$ cat src/rtl/sys_bus_arbiter_pkg.sv
// Shared definitions for the system-bus arbiter: transfer direction codes,
// grant owner and arbiter state encodings, and the round-robin pick helper.
`ifndef RW_READ
`define RW_READ 1'b0
`endif
`ifndef RW_WRITE
`define RW_WRITE 1'b1
`endif

package sys_bus_arbiter_pkg;

    localparam logic RW_READ  = `RW_READ;
    localparam logic RW_WRITE = `RW_WRITE;

    typedef enum logic {
        GRANT_I = 1'b0,
        GRANT_D = 1'b1
    } grant_e;

    typedef enum logic [1:0] {
        ARB_IDLE  = 2'd0,
        ARB_ISSUE = 2'd1,
        ARB_XFER  = 2'd2
    } arb_state_e;

    // Round-robin choice: on a tie the port that did not win last time goes next.
    function automatic grant_e rr_pick(input logic i_pend, input logic d_pend, input grant_e last);
        if (i_pend && d_pend) begin
            return (last == GRANT_I) ? GRANT_D : GRANT_I;
        end else if (d_pend) begin
            return GRANT_D;
        end
        return GRANT_I;
    endfunction

endpackage

$ cat src/rtl/sys_bus_arbiter_req_latch.sv
// Per-port request holder: a pending flag plus the direction, address and
// store data captured with the port's one-cycle request strobe.
module arb_req_latch #(
    parameter int AW = 32,
    parameter int DW = 32
) (
    input  logic          clock,
    input  logic          reset,
    input  logic          strobe_i,
    input  logic          rw_i,
    input  logic [AW-1:0] addr_i,
    input  logic [DW-1:0] wdata_i,
    input  logic          clr_i,
    output logic          pending_o,
    output logic          rw_o,
    output logic [AW-1:0] addr_o,
    output logic [DW-1:0] wdata_o
);

    logic          pending_q, pending_d;
    logic          rw_q;
    logic [AW-1:0] addr_q;
    logic [DW-1:0] wdata_q;
    logic          accept;

    // A strobe on an already-pending port is dropped unless that request retires on the same edge.
    assign accept = strobe_i && (!pending_q || clr_i);

    // Pending flag next state: clear on retirement, a simultaneous new request wins.
    always_comb begin
        pending_d = pending_q;
        if (clr_i) begin
            pending_d = 1'b0;
        end
        if (accept) begin
            pending_d = 1'b1;
        end
    end

    // Pending flag register with synchronous active-low reset.
    always_ff @(posedge clock) begin
        if (!reset) begin
            pending_q <= 1'b0;
        end else begin
            pending_q <= pending_d;
        end
    end

    // Request fields are only meaningful while pending, so they carry no reset.
    always_ff @(posedge clock) begin
        if (accept) begin
            rw_q    <= rw_i;
            addr_q  <= addr_i;
            wdata_q <= wdata_i;
        end
    end

    assign pending_o = pending_q;
    assign rw_o      = rw_q;
    assign addr_o    = addr_q;
    assign wdata_o   = wdata_q;

endmodule

$ cat src/rtl/sys_bus_arbiter.sv
// System-memory port arbiter between the I-cache and D-cache controllers:
// captures request strobes, grants round-robin, runs one memory transaction
// at a time and steers each returned beat to the owning cache.
module sys_bus_arbiter
    import sys_bus_arbiter_pkg::*;
#(
    parameter int AW        = 32,
    parameter int DW        = 32,
    parameter int BURST_LEN = 4
) (
    input  logic          clock,
    input  logic          reset,
    input  logic          i_strobe,
    input  logic [AW-1:0] i_addr,
    output logic          i_ready,
    output logic          i_last,
    input  logic          d_strobe,
    input  logic          d_rw,
    input  logic [AW-1:0] d_addr,
    input  logic [DW-1:0] d_wdata,
    output logic          d_ready,
    output logic          d_last,
    output logic [DW-1:0] rdata,
    output logic          sys_strobe,
    output logic          sys_rw,
    output logic [AW-1:0] sys_addr,
    output logic [DW-1:0] sys_wdata,
    input  logic          sys_ready,
    input  logic [DW-1:0] sys_rdata
);

    localparam int             BCW       = $clog2(BURST_LEN) + 1;
    localparam logic [BCW-1:0] LAST_BEAT = BCW'(BURST_LEN - 1);

    arb_state_e    state_q, state_d;
    grant_e        grant_q, grant_d;
    grant_e        last_grant_q, last_grant_d;
    grant_e        winner;
    logic [BCW-1:0] beat_cnt_q, beat_cnt_d;

    logic          i_ready_q, i_ready_d, i_last_q, i_last_d;
    logic          d_ready_q, d_ready_d, d_last_q, d_last_d;
    logic [DW-1:0] rdata_q, rdata_d;
    logic          sys_strobe_q, sys_strobe_d;
    logic          sys_rw_q, sys_rw_d;
    logic [AW-1:0] sys_addr_q, sys_addr_d;
    logic [DW-1:0] sys_wdata_q, sys_wdata_d;

    logic          i_clr, d_clr;
    logic          i_pend, d_pend;
    logic          i_rw_q, d_rw_q;
    logic [AW-1:0] i_addr_q, d_addr_q;
    logic [DW-1:0] i_wdata_q, d_wdata_q;

    // I-cache only ever reads, so its direction and store data are constants.
    arb_req_latch #(.AW(AW), .DW(DW)) u_i_req (
        .clock     (clock),
        .reset     (reset),
        .strobe_i  (i_strobe),
        .rw_i      (RW_READ),
        .addr_i    (i_addr),
        .wdata_i   ('0),
        .clr_i     (i_clr),
        .pending_o (i_pend),
        .rw_o      (i_rw_q),
        .addr_o    (i_addr_q),
        .wdata_o   (i_wdata_q)
    );

    arb_req_latch #(.AW(AW), .DW(DW)) u_d_req (
        .clock     (clock),
        .reset     (reset),
        .strobe_i  (d_strobe),
        .rw_i      (d_rw),
        .addr_i    (d_addr),
        .wdata_i   (d_wdata),
        .clr_i     (d_clr),
        .pending_o (d_pend),
        .rw_o      (d_rw_q),
        .addr_o    (d_addr_q),
        .wdata_o   (d_wdata_q)
    );

    assign winner = rr_pick(i_pend, d_pend, last_grant_q);

    // Next-state and registered-output logic for the grant/issue/transfer sequence.
    always_comb begin
        state_d      = state_q;
        grant_d      = grant_q;
        last_grant_d = last_grant_q;
        beat_cnt_d   = beat_cnt_q;
        i_ready_d    = 1'b0;
        i_last_d     = 1'b0;
        d_ready_d    = 1'b0;
        d_last_d     = 1'b0;
        rdata_d      = rdata_q;
        sys_strobe_d = 1'b0;
        sys_rw_d     = sys_rw_q;
        sys_addr_d   = sys_addr_q;
        sys_wdata_d  = sys_wdata_q;
        i_clr        = 1'b0;
        d_clr        = 1'b0;

        case (state_q)
            ARB_IDLE: begin
                if (i_pend || d_pend) begin
                    grant_d = winner;
                    if (winner == GRANT_D) begin
                        sys_rw_d    = d_rw_q;
                        sys_addr_d  = d_addr_q;
                        sys_wdata_d = d_wdata_q;
                    end else begin
                        sys_rw_d    = i_rw_q;
                        sys_addr_d  = i_addr_q;
                        sys_wdata_d = i_wdata_q;
                    end
                    sys_strobe_d = 1'b1;
                    state_d      = ARB_ISSUE;
                end
            end
            ARB_ISSUE: begin
                state_d = ARB_XFER;
            end
            ARB_XFER: begin
                if (sys_ready) begin
                    rdata_d    = sys_rdata;
                    beat_cnt_d = beat_cnt_q + BCW'(1);
                    if (grant_q == GRANT_I) begin
                        i_ready_d = 1'b1;
                    end else begin
                        d_ready_d = 1'b1;
                    end
                    if ((sys_rw_q == RW_WRITE) || (beat_cnt_q == LAST_BEAT)) begin
                        if (grant_q == GRANT_I) begin
                            i_last_d = 1'b1;
                            i_clr    = 1'b1;
                        end else begin
                            d_last_d = 1'b1;
                            d_clr    = 1'b1;
                        end
                        last_grant_d = grant_q;
                        beat_cnt_d   = '0;
                        state_d      = ARB_IDLE;
                    end
                end
            end
            default: begin
                state_d = ARB_IDLE;
            end
        endcase
    end

    // State and output registers; reset abandons any transaction in flight.
    always_ff @(posedge clock) begin
        if (!reset) begin
            state_q      <= ARB_IDLE;
            grant_q      <= GRANT_I;
            last_grant_q <= GRANT_I;
            beat_cnt_q   <= '0;
            i_ready_q    <= 1'b0;
            i_last_q     <= 1'b0;
            d_ready_q    <= 1'b0;
            d_last_q     <= 1'b0;
            rdata_q      <= '0;
            sys_strobe_q <= 1'b0;
            sys_rw_q     <= RW_READ;
            sys_addr_q   <= '0;
            sys_wdata_q  <= '0;
        end else begin
            state_q      <= state_d;
            grant_q      <= grant_d;
            last_grant_q <= last_grant_d;
            beat_cnt_q   <= beat_cnt_d;
            i_ready_q    <= i_ready_d;
            i_last_q     <= i_last_d;
            d_ready_q    <= d_ready_d;
            d_last_q     <= d_last_d;
            rdata_q      <= rdata_d;
            sys_strobe_q <= sys_strobe_d;
            sys_rw_q     <= sys_rw_d;
            sys_addr_q   <= sys_addr_d;
            sys_wdata_q  <= sys_wdata_d;
        end
    end

    assign i_ready    = i_ready_q;
    assign i_last     = i_last_q;
    assign d_ready    = d_ready_q;
    assign d_last     = d_last_q;
    assign rdata      = rdata_q;
    assign sys_strobe = sys_strobe_q;
    assign sys_rw     = sys_rw_q;
    assign sys_addr   = sys_addr_q;
    assign sys_wdata  = sys_wdata_q;

endmodule

$ cat config.mk
export PLATFORM = sky130hd
export DESIGN_NAME = sys_bus_arbiter
export DESIGN_NICKNAME = d
export VERILOG_FILES = /design/src/rtl/sys_bus_arbiter_pkg.sv /design/src/rtl/sys_bus_arbiter_req_latch.sv /design/src/rtl/sys_bus_arbiter.sv
export SDC_FILE = /design/constraint.sdc
export NUM_CORES = 1
export LEC_CHECK = 0
export ABC_CLOCK_PERIOD_IN_PS = 8200
export CAP_MARGIN = 20
export CORE_UTILIZATION = 49
export CTS_CLUSTER_DIAMETER = 120
export DETAILED_ROUTE_END_ITERATION = 16
export MAX_ROUTING_LAYER = met4
export PLACE_DENSITY_LB_ADDON = 0.25
export SYNTH_ARGS = -nofsm -noshare
export SYNTH_HDL_FRONTEND = slang
export SYNTH_SLANG_ARGS = --single-unit
export TNS_END_PERCENT = 100
$ cat constraint.sdc
create_clock -name clock -period 8.2 [get_ports clock]
set_input_delay 1.64 -clock clock [delete_from_list [all_inputs] [get_ports clock]]
set_output_delay 1.64 -clock clock [all_outputs]
set_load 0.02 [all_outputs]
* Yosys cells after proc, flatten, opt, wreduce, memory -nomap -nowiden *
Cells that the tools add are included.

word-level totals
  output and inout port bits = 102
  flip-flop bits (word level) = 208
  bits of input ports = 134
  word-level logic and storage cells = 71

cells by class
  add/sub/neg operators = 1
  equality and inequality tests = 6
  multiplexer cells = 27
  reduce and logical (&&, ||, !) cells = 18

operator list
  kind                                                  number
  2-to-1 mux 32 bit                                     2
  2-to-1 mux 1 bit                                      20
  AND reduction 3 bit                                   3
  2-to-1 mux 2 bit                                      3
  != test 2 bit (second input constant)                 3
  case mux 2 bit (3 select lines)                       1
  AND reduction 2 bit                                   3
  logical OR 1 bit                                      4
  nonzero test 2 bit                                    2
  adder 3 x 1 -> 3 bit (second input constant)          1
  equality test 3 x 2 -> 1 bit (second input constant)  1
  logical AND 1 bit                                     3
  2-to-1 mux 3 bit                                      1
  equality test 2 x 1 -> 1 bit (second input constant)  1
  equality test 2 bit (second input constant)           1
  logical NOT 1 bit                                     2
  logical NOT 2 bit                                     1

* Logic depth before layout (Yosys ltp) *
  depth in word-level cells = 8
  depth in mapped cells = 5
  gate-level depth less buffers = 5

* Cells and area by module *
From an unflattened synthesis, not the netlist that was laid out.

unflattened totals
  cells, all modules = 700
  area, all modules = 8794.7 µm²

by module, submodules not included
  module           area an instance (µm²)  sequential area each (µm²)  instances  cells each
  sys_bus_arbiter  4795.8                  2182.1                      1          562
  arb_req_latch    1999.4                  1971.9                      2          69

* Worst setup path after synthesis *
Ideal clock, no wire load.

  kind = input to register
  start point = input sys_ready
  end point = register u_d_req.addr_q[0] (netlist: u_d_req.addr_o[0]), enable pin
  library setup time = 0.430 ns
  stages = 4
  path slack = 4.123 ns
  data required time = 7.770 ns
  path buffers = 1
  arrival time = 3.647 ns
  path through = nand3b_1 -> buf_2 -> o21ai_1 -> and2_1

on the way
  longest elaborated chain between the ends = 4

ends and longest elaborated chain
  item                      line                             text
  start, declared           sys_bus_arbiter.sv:28            input logic sys_ready,
  2-to-1 mux 1 bit          sys_bus_arbiter.sv:125           if (sys_ready) begin
  2-to-1 mux 1 bit          sys_bus_arbiter.sv:104           case (state_q)
  logical OR 1 bit          sys_bus_arbiter_req_latch.sv:27  assign accept = strobe_i && (!pending_q || clr_i);
  logical AND 1 bit         sys_bus_arbiter_req_latch.sv:27
  named net u_d_req.accept  sys_bus_arbiter_req_latch.sv:24  logic accept;
  end signal, assigned      sys_bus_arbiter_req_latch.sv:53  addr_q <= addr_i;
  end, declared             sys_bus_arbiter_req_latch.sv:22  logic [AW-1:0] addr_q;

The timed path passes the listed nets, and every way through them passes these cells.
A chain may end at the register's enable or synchronous reset.

* Worst setup path after layout *
  start point = input sys_ready
  end point = register u_d_req.addr_q[29] (netlist: u_d_req.addr_o[29]), enable pin

Same word-level chain as after synthesis.

==> reports/metrics.json <==
{
  "pwr": {
    "comb_power_share_pct": 13.8,
    "pwr_dens_nw_per_um2": 239,
    "power.share.switching_pct": 24.1,
    "total_switching_power_mw": 0.606,
    "clock_power_share_pct": 38.8,
    "ir_worst_vdd_mv": 0.180,
    "p_seq_share_pct": 47.4,
    "cellLeakagePower_nw": 3.65,
    "design_internal_power_mw": 1.91
  },
  "logic_synthesis": {
    "syn-mean-instance-area_um2": 11.5,
    "synth_area_um2": 7260,
    "synth.lib_cells_used.distinct": 27,
    "netlist_top_cells_area": "sky130_fd_sc_hd__edfxtp_1 40%, sky130_fd_sc_hd__dfxtp_1 31%, sky130_fd_sc_hd__a21oi_1 7.2%",
    "synth-warning-count": 0,
    "synth_seq_area_share_pct": 70.7,
    "synth_top_area_share_pct": 40.1,
    "number_of_nets_produced_by_synthesis": 770,
    "netlist.top_cell.by_area": "sky130_fd_sc_hd__edfxtp_1",
    "synth_seq_cells": 208,
    "number_of_instances_in_the_synthesized_netlist": 634
  },
  "layout": {
    "register_area_um2": 5130,
    "antennaDiodeCount": 0,
    "postLayoutCoreUtil_pct": 72.5,
    "stdcell_count": 1052,
    "most_frequent_cells_in_the_layout": "235 x sky130_fd_sc_hd__clkdlybuf4s50_1, 133 x sky130_fd_sc_hd__nand2_1, 111 x sky130_fd_sc_hd__dfxtp_1",
    "finish.net_count": 988,
    "multi_input_area_um2": 1900,
    "layout.cells.most_common": "sky130_fd_sc_hd__clkdlybuf4s50_1",
    "filler_cell_count": 988,
    "drive_above_1_share_pct": 6.34,
    "layout-area-overhead-vs-synth_pct": 44.6
  },
  "route": {
    "antenna_violating_nets_post_route": 0,
    "drc": 0,
    "drt_wl_total_um": 18100,
    "routedWlPerCell_um": 17.2,
    "drt_pass1_iterations": 5,
    "post_drt_via_cell_ratio": 5.46,
    "detailroute.via_count": 5739,
    "drt-initial-drc-count": 435
  },
  "global_route": {
    "grt_first_pass_wirelength_um": 27400,
    "antenna_found_initial": 0,
    "grt_start_max_net_pins": 79,
    "gr-total-overflow": 0,
    "global_route.usage.total_pct": 23.7,
    "first_global_vias": 5535
  },
  "floorplan": {
    "initial_utilization_pct": 50.2,
    "rows": 44,
    "dieArea_um2": 15300,
    "floorplan.die.width_um": 124,
    "die_y_um": 124,
    "boundaryPins": 236,
    "core_area_um2": 14500
  },
  "placement": {
    "gp_congestion": 0.803,
    "total_of_buffers_placed_on_input_and_output_ports": 235,
    "post-dp-hpwl_um": 11600,
    "numPlacedInstances": 1009
  },
  "clocking": {
    "cts.sink_count": 208,
    "clk_root_buffer_cell": "sky130_fd_sc_hd__clkbuf_16",
    "cts_tree": "done",
    "clk_pin_slew_worst_paths_ns": 0.06,
    "cts_hold_buf": 0,
    "htreeDepth": 1,
    "post_cts_resized": 0,
    "postCtsSetupBuffers": 0,
    "clock_path_buffers": 3,
    "clock_insertion_delay_worst_skew_ns": 0.49,
    "cts_made_buffers": 22
  },
  "setup_path": {
    "reg2reg_from": "state_q[1]",
    "cp_slowest_stage_delay_ns": 0.78,
    "cp.arrival_ns": 3.79,
    "critical_path_peak_fanout": 65,
    "cp_slowest_cell": "sky130_fd_sc_hd__and2_4",
    "critical_path_buf_inv_count": 1,
    "worst-setup-path-type": "primary input to flop",
    "endpoint_kind": "flop",
    "crit_required_ns": 8.32,
    "cp_cell_sequence": "clkdlybuf4s50_1 > nand3b_1 > o21ai_1 > and2_4",
    "cp_top_family": "simple AND/OR/NAND/NOR gates",
    "critical_path.startpoint": "sys_ready",
    "worstSetupStartpointType": "primary input"
  },
  "status": {
    "status": "completed"
  },
  "sta": {
    "tns_ns": 0,
    "finalHoldViolCount": 0,
    "worst_pin_slew_ns": 1.02,
    "post-route-period-util_pct": 44.7,
    "final_report_max_slew_violation_count": 0,
    "finalCriticalPeriod_ns": 3.67,
    "final.setup_skew_ns": 0.00606,
    "timing.slew.headroom_pct": 31.8,
    "rsz0062_at_grt": "no",
    "max_freq_mhz": 273,
    "timing.final.setup_violations": 0
  },
  "min_path": {
    "timing.hold.worst.class": "flop to flop",
    "worstHoldStart": "rdata[13]"
  },
  "job": {
    "max-cap-violations": 0
  }
}
## path summary, 6_finish.rpt
| check | cells after the start | endpoint | slack [ns] |
|---|---|---|---|
| setup / recovery | 4 | u_d_req.addr_o[29] | 4.53 |
| hold / removal | 2 | rdata[13] | 0.46 |
| setup reg to reg | 3 | u_d_req.addr_o[29] | 5.70 |
| hold reg to reg | 2 | rdata[13] | 0.46 |
## metrics by stage
step | hold WS, ns | instance area (µm²) | power [mW] | worst slack (ns)
floorplan | 0.432 | 7260 | 1.38 | 4.12
global placement | 0.438 | 9700 | 1.54 | 4.12
detailed placement | 0.445 | 9700 | 1.56 | 3.99
CTS | 0.454 | 10400 | 2.53 | 4.51
global route | 0.477 | 10500 | 2.61 | 4.40
finish | 0.457 | 10500 | 2.51 | 4.53
## cell type report
type / count / share of cell area [%]
tap: 184 / 2.19
inverter: 4 / 0.155
sequential: 208 / 48.9
clock buffer: 28 / 6.15
clock inverter: 12 / 0.798
timing repair buffer: 247 / 23.7
multi-input combinational: 369 / 18.1
## layer usage
layer / global-route usage (%) / wire length, µm
met1: 27.3 / 6910
met2: 41.1 / 9150
met3: 5.91 / 1720
met4: 6.55 / 352
met5: - / 0
## Yosys cell counts (all sizes together)
master,n
a21bo,1
nand2b,2
nand4,33
a21boi,1
clkbuf,27
and2,2
o31ai,1
ha,2
nand3b,4
and3b,1
edfxtp,97
a21oi,104
nand3,2
nand2,133
or2,2
dfxtp,111
o21ai,38
a31o,1
inv,4
nor2,7
buf,26
nor3,3
a311oi,32
## state kept, by name, summed over array words and instances, names as in the netlist
| signal | flops |
|---|---|
| rdata | 32 |
| sys_wdata | 32 |
| d_ready | 1 |
| u_d_req.wdata_o | 32 |
| u_i_req.addr_o | 32 |
| u_d_req.rw_o | 1 |
| last_grant_q | 1 |
| i_ready | 1 |
| u_d_req.addr_o | 32 |
| i_last | 1 |
| grant_q | 1 |
| sys_rw | 1 |
| sys_strobe | 1 |
| d_last | 1 |
| beat_cnt_q | 3 |
| u_i_req.pending_o | 1 |
| sys_addr | 32 |
| u_d_req.pending_o | 1 |
| state_q | 2 |
## power groups by stage
stage,Clock [mW],Combinational (mW),Sequential (mW)
detailed placement,0,0.343,1.21
CTS,0.990,0.345,1.19
global route,1.04,0.372,1.20
global placement,0,0.334,1.21
floorplan,0,0.125,1.25
finish,0.976,0.346,1.19
## worst min-delay path, delay by kind of cell (launching register included)
| kind | cells | cell delay (ns) |
|---|---|---|
| AOI/OAI and AO/OA | 1 | 0.05 |
| DFF | 1 | 0.30 |
| and+or+nand+nor | 1 | 0.05 |
## logic make-up after synthesis
family / count (synthesis) / share of synthesized area (%)
simple gates: 189 / 11.5
compound gates: 178 / 14.2
flops: 208 / 70.7
fa+ha+maj: 2 / 0.344
buf+inv: 57 / 3.31
(Power assumes the default switching activity.)
